<file path="src/rtl/int_to_fp32_seq_if.sv">
// Handshake bundle for the integer-to-fp32 encoder: input stream (integer operand)
// and output stream (packed fp32 word plus inexact flag).
interface int_to_fp32_seq_if;
    logic        in_valid;
    logic        in_ready;
    logic [31:0] in_data;
    logic        in_signed;
    logic        out_valid;
    logic        out_ready;
    logic [31:0] out_data;
    logic        out_inexact;

    modport master (
        output in_valid, in_data, in_signed, out_ready,
        input  in_ready, out_valid, out_data, out_inexact
    );

    modport slave (
        input  in_valid, in_data, in_signed, out_ready,
        output in_ready, out_valid, out_data, out_inexact
    );
endinterface

</file>
<file path="src/rtl/int_to_fp32_seq.sv">
// Sequential signed/unsigned 32-bit integer to fp32 encoder, round-to-nearest-even,
// with iterative left-shift normalisation and valid/ready on both sides.
module int_to_fp32_seq #(
    parameter int SHIFT_STEP = 1
) (
    input  logic              clk,
    input  logic              rst_n,
    int_to_fp32_seq_if.slave  bus
);
    generate
        if (!(SHIFT_STEP == 1 || SHIFT_STEP == 2 || SHIFT_STEP == 4 || SHIFT_STEP == 8)) begin : g_bad_step
            $error("int_to_fp32_seq: SHIFT_STEP must be 1, 2, 4 or 8");
        end
    endgenerate

    localparam logic [4:0] STEP = 5'(SHIFT_STEP);

    typedef enum logic [1:0] {IDLE, NORM, ROUND, DONE} state_t;

    state_t      r_state;
    logic [31:0] r_mag;
    logic [4:0]  r_cnt;
    logic        r_sign;
    logic        r_in_ready;
    logic        r_out_valid;
    logic [31:0] r_out_data;
    logic        r_out_inexact;

    logic        w_coarse;
    logic [22:0] w_frac;
    logic        w_guard;
    logic        w_sticky;
    logic        w_up;
    logic [23:0] w_frac_rnd;
    logic [7:0]  w_exp;

    // Coarse shift is only safe when the whole top window is clear, so cnt stays <= 31.
    assign w_coarse   = (r_mag[31:32-SHIFT_STEP] == '0);
    assign w_frac     = r_mag[30:8];
    assign w_guard    = r_mag[7];
    assign w_sticky   = |r_mag[6:0];
    assign w_up       = w_guard & (w_sticky | w_frac[0]);
    assign w_frac_rnd = {1'b0, w_frac} + {23'd0, w_up};
    // A carry out of the fraction leaves frac=0 and bumps the exponent by one.
    assign w_exp      = 8'd158 - {3'd0, r_cnt} + {7'd0, w_frac_rnd[23]};

    always_ff @(posedge clk or negedge rst_n) begin
        if (!rst_n) begin
            r_state       <= IDLE;
            r_mag         <= '0;
            r_cnt         <= '0;
            r_sign        <= 1'b0;
            r_in_ready    <= 1'b1;
            r_out_valid   <= 1'b0;
            r_out_data    <= '0;
            r_out_inexact <= 1'b0;
        end else begin
            case (r_state)
                IDLE: begin
                    if (bus.in_valid) begin
                        r_sign     <= bus.in_signed & bus.in_data[31];
                        r_mag      <= (bus.in_signed & bus.in_data[31]) ? (~bus.in_data + 32'd1)
                                                                        : bus.in_data;
                        r_cnt      <= '0;
                        r_in_ready <= 1'b0;
                        r_state    <= NORM;
                    end
                end
                NORM: begin
                    if (r_mag == '0) begin
                        r_out_data    <= '0;
                        r_out_inexact <= 1'b0;
                        r_state       <= DONE;
                    end else if (r_mag[31]) begin
                        r_state <= ROUND;
                    end else if (w_coarse) begin
                        r_mag <= r_mag << SHIFT_STEP;
                        r_cnt <= r_cnt + STEP;
                    end else begin
                        r_mag <= r_mag << 1;
                        r_cnt <= r_cnt + 5'd1;
                    end
                end
                ROUND: begin
                    r_out_data    <= {r_sign, w_exp, w_frac_rnd[22:0]};
                    r_out_inexact <= w_guard | w_sticky;
                    r_state       <= DONE;
                end
                DONE: begin
                    // out_valid is raised one edge after entering DONE; results held until taken.
                    if (!r_out_valid) begin
                        r_out_valid <= 1'b1;
                    end else if (bus.out_ready) begin
                        r_out_valid <= 1'b0;
                        r_in_ready  <= 1'b1;
                        r_state     <= IDLE;
                    end
                end
                default: r_state <= IDLE;
            endcase
        end
    end

    assign bus.in_ready    = r_in_ready;
    assign bus.out_valid   = r_out_valid;
    assign bus.out_data    = r_out_data;
    assign bus.out_inexact = r_out_inexact;
endmodule

</file>
<file path="src/flat_wrapper.sv">
// flat-port wrapper written by rule: the top's interface ports become plain ports
module int_to_fp32_seq_flat 
#(
    parameter int SHIFT_STEP = 1
)
  (clk, rst_n, bus_in_valid, bus_in_data, bus_in_signed, bus_out_ready, bus_in_ready, bus_out_valid, bus_out_data, bus_out_inexact);
  int_to_fp32_seq_if bus_i ();
  input  logic clk;
  input  logic rst_n;
  input wire logic [$bits(bus_i.in_valid)-1:0] bus_in_valid;
  input wire logic [$bits(bus_i.in_data)-1:0] bus_in_data;
  input wire logic [$bits(bus_i.in_signed)-1:0] bus_in_signed;
  input wire logic [$bits(bus_i.out_ready)-1:0] bus_out_ready;
  output wire logic [$bits(bus_i.in_ready)-1:0] bus_in_ready;
  output wire logic [$bits(bus_i.out_valid)-1:0] bus_out_valid;
  output wire logic [$bits(bus_i.out_data)-1:0] bus_out_data;
  output wire logic [$bits(bus_i.out_inexact)-1:0] bus_out_inexact;
  assign bus_i.in_valid = bus_in_valid;
  assign bus_i.in_data = bus_in_data;
  assign bus_i.in_signed = bus_in_signed;
  assign bus_i.out_ready = bus_out_ready;
  assign bus_in_ready = bus_i.in_ready;
  assign bus_out_valid = bus_i.out_valid;
  assign bus_out_data = bus_i.out_data;
  assign bus_out_inexact = bus_i.out_inexact;
  int_to_fp32_seq #(.SHIFT_STEP(SHIFT_STEP)) u_core (.clk(clk), .rst_n(rst_n), .bus(bus_i));
endmodule
</file>
<file path="config.mk">
export PLATFORM = sky130hd
export DESIGN_NAME = int_to_fp32_seq_flat
export DESIGN_NICKNAME = d
export VERILOG_FILES = /design/src/rtl/int_to_fp32_seq_if.sv /design/src/rtl/int_to_fp32_seq.sv /design/src/flat_wrapper.sv
export SDC_FILE = /design/constraint.sdc
export NUM_CORES = 1
export LEC_CHECK = 0
export BUFFER_PORTS_ARGS = -buffer_cell sky130_fd_sc_hd__buf_2
export CORE_MARGIN = 4
export CORE_UTILIZATION = 40
export CTS_BUF_LIST = sky130_fd_sc_hd__clkbuf_4
export CTS_CLUSTER_DIAMETER = 40
export CTS_CLUSTER_SIZE = 16
export DETAILED_ROUTE_END_ITERATION = 8
export GPL_ROUTABILITY_DRIVEN = 0
export GPL_TIMING_DRIVEN = 0
export PLACE_DENSITY = 0.69
export SLEW_MARGIN = 20
export SYNTH_ARGS = -nofsm -noshare
export SYNTH_HDL_FRONTEND = slang
export SYNTH_SLANG_ARGS = --single-unit
</file>
<file path="constraint.sdc">
create_clock -name clk -period 6.2 [get_ports clk]
set_input_delay 0.93 -clock clk [delete_from_list [all_inputs] [get_ports clk]]
set_output_delay 0.93 -clock clk [all_outputs]
set_load 0.05 [all_outputs]
</file>
==> flow_metrics.py <==
metrics = {
    "power": {
        "vdd_drop_max_mv": 0.1717,
        "p_leak_nw": 2.341,
        "p_per_area_nw_per_um2": 521.3,
    },
    "floorplan": {
        "core_sq_um": 11520,
        "die_area_sq_um": 13680,
        "start_util_pct": 41.22,
        "die_w_um": 116.9,
        "num_io_pins": 72,
        "num_rows": 39,
        "die_y_um": 116.9,
    },
    "synthesis": {
        "ys_seq_area_share_pct": 39.56,
        "synth_area_leader_cell": "dfrtp_1",
        "synth_cell_types": 62,
        "yosys_most_used_dff": "dfrtp_1",
        "synth_top_area_share_pct": 39.01,
        "syn-cell-area_sq_um": 4747,
        "avgSynthCellArea_sq_um": 9.590,
        "async_reset_ff_share_pct": 100.0,
        "ys_top_cells_by_area": "dfrtp_1, xnor2_1, xor2_1",
        "ys_warn_count": 0,
        "syn_inst": 495,
        "synthesis.nets": 541,
        "synth_seq_cells": 75,
        "synth_edf_count": 0,
    },
    "clock_network": {
        "ctsRootBufferMaster": "clkbuf_4",
        "cts_max_path_buffers": 2,
        "postCtsSetupRepairBufs": 0,
        "clock_latency_ns": 0.44,
        "htree_levels": 3,
        "cts_buffers": 9,
        "cts_tree": "built",
        "cts_hold_buf": 0,
        "clkTransAtPathRegs_ns": 0.13,
        "clock_sinks": 75,
        "cts_resized": 0,
    },
    "route": {
        "first_pass_iters": 5,
        "drt_iter0_drc": 323,
        "routed_wl_um": 12320,
        "drt.antenna.violating_nets": 0,
        "viasPerCell": 5.624,
        "vias": 4089,
        "wl_per_cell_um": 16.94,
        "drc_errors": 0,
    },
    "sta": {
        "timing.final.crit_share_pct": 43.13,
        "period_needed_ns": 2.674,
        "relSlewSlack_pct": 43.73,
        "fin_ws_ns": 3.526,
        "finClkSkew_ns": 0.01443,
        "maxSlewViolCount": 0,
        "max_freq_mhz": 373.9,
        "setup_viol": 0,
        "tns_ns": 0,
        "worstMarginPinSlew_ns": 0.8364,
        "rsz0062_at_grt": "false",
        "hold_violations": 0,
    },
    "grt": {
        "grt_start_max_net_pins": 49,
        "grt.total_usage_pct": 18.73,
        "antenna_found_initial": 0,
        "grt_pass1_wl_um": 20220,
        "grt_overflow": 0,
        "first_global_vias": 4075,
    },
    "placement": {
        "dp_cells": 710,
        "port_buffers": 71,
        "pre_cts_ws_ns": 3.273,
        "hpwlAfterDp_um": 9501,
    },
    "layout": {
        "instances_no_fill": 727,
        "area.growth.synth_to_final_pct": 16.32,
        "final_nets": 624,
        "drive_gt1_share_pct": 22.98,
        "finish.utilization_pct": 47.95,
    },
    "setup_path": {
        "cp-end-kind": "flop",
        "arrival_ns": 2.98,
        "start_kind": "flop",
        "rr_startpoint": "u_core.r_state[1]",
        "required_ns": 6.51,
        "path_class": "reg2reg",
        "crit_fanout": 10,
        "crit_start": "u_core.r_state[1]",
    },
    "run_status": {
        "outcome": "finished clean",
    },
    "flow_run": {
        "drv_cap": 0,
    },
    "worst_hold_path": {
        "worst_hold_path_type": "in2async",
    },
}
## sequential cells by signal (all words and copies together) (netlist names)
signal and count:
u_core.r_sign 1, u_core.bus.out_inexact 1, u_core.bus.in_ready 1, u_core.bus.out_data 32, u_core.r_cnt 5, u_core.bus.out_valid 1
u_core.r_state 2, u_core.r_mag 32
## cell usage after synthesis (4+ instances only)
cell type   n
mux2i_1     9
dfrtp_1    74
mux2_1      9
xor2_1     21
o2bb2ai_1  15
a221oi_2    9
and4_1      5
a31oi_1     6
nand4_1    14
ha_1        9
o21ai_0    35
clkbuf_1   12
nor2_1     34
buf_2       5
xnor2_1    27
mux2_2      9
nor3_1      7
buf_4       4
a221oi_1    6
a21oi_1    15
nand3b_1    4
nand3_1    16
nand2_1    33
inv_1      39
o31ai_1     6
nor4_1     16
## where the power goes
group          leakage [nW]  internal, W  switching [W]
Clock                 0.102     0.000244       0.000181
Sequential            0.889     0.000708       0.000218
Combinational          1.35     0.000529       0.000999
Total                  2.34      0.00148        0.00140
## cells in the final DEF, fill, tap and decap left out, types with 4 or more instances in the layout
master | synthesis | layout
nand2_1 | 33 | 33
nand3_1 | 16 | 16
mux2i_1 | 9 | 9
bufinv_16 | 0 | 4
buf_4 | 4 | 5
and4_1 | 5 | 5
xnor2_1 | 27 | 27
clkbuf_1 | 12 | 12
dfrtp_1 | 74 | 74
o21ai_0 | 35 | 35
a31oi_1 | 6 | 6
nand3b_1 | 4 | 4
o2bb2ai_1 | 15 | 15
a21oi_1 | 15 | 15
nor2_1 | 34 | 34
inv_1 | 39 | 39
mux2_2 | 9 | 9
xor2_1 | 21 | 21
nor4_1 | 16 | 16
mux2_1 | 9 | 9
a221oi_1 | 6 | 6
a221oi_2 | 9 | 9
buf_2 | 5 | 75
nand4_1 | 14 | 14
ha_1 | 9 | 9
nor3_1 | 7 | 7
clkbuf_4 | 0 | 9
o31ai_1 | 6 | 6
## cells by family after synthesis
| group | after synthesis | share of synthesized area [%] |
|---|---|---|
| AOI/OAI and AO/OA | 121 | 19.27 |
| adders and majority gates | 9 | 2.372 |
| DFF | 75 | 39.56 |
| muxes | 27 | 6.168 |
| xor gates and xnor gates | 48 | 8.856 |
| and+or+nand+nor | 153 | 18.11 |
| buffers and inverters | 62 | 5.667 |
## layout make-up
type,count,area (sq um)
fill,1093,5995
timing repair buffer,72,385.4
multi-input combinational,358,2600
antenna,1,2.502
inverter,39,146.4
clock inverter,7,140.1
clock buffer,9,67.56
tap,143,178.9
buffer,23,122.6
sequential,75,1878
## through the flow
| stage | total power, W | hold slack (ns) | cell area, sq um |
|---|---|---|---|
| after floorplan | 0.002043 | 0.4498 | 4747 |
| after global placement | 0.002407 | 0.4668 | 5281 |
| after detailed placement | 0.002460 | 0.4717 | 5311 |
| after CTS | 0.002889 | 0.3843 | 5519 |
| after global routing | 0.003075 | 0.4009 | 5519 |
| final | 0.002879 | 0.3964 | 5522 |
## path summary, 6_finish.rpt
check / end / cells past startpoint / slack, ns
hold / removal: u_core.r_mag[3] / 1 / 0.40
max in group asynchronous: u_core.bus.out_data[20] / 2 / 5.23
setup reg to reg: u_core.r_mag[20] / 10 / 3.53
setup / recovery: u_core.r_mag[20] / 10 / 3.53
min in group clk: u_core.bus.out_data[27] / 1 / 0.50
hold reg to reg: u_core.bus.out_data[27] / 1 / 0.50
## critical path, stage by stage, from the launching register on
cell and delay (ns):
dfrtp_1 0.44, inv_1 0.10, ha_1 0.13, buf_2 0.21, inv_1 0.09, clkbuf_1 0.26
nor2_1 0.54, o211ai_2 0.30, buf_4 0.26, nor2_1 0.16, a221oi_2 0.05
## layer usage
layer  share of wire, %  global-route usage, %
met1                 46                  25.81
met2                 46                  29.92
met3                5.8                  2.879
met4                1.8                  6.881
met5                  0                      0
(Power assumes the default switching activity.)
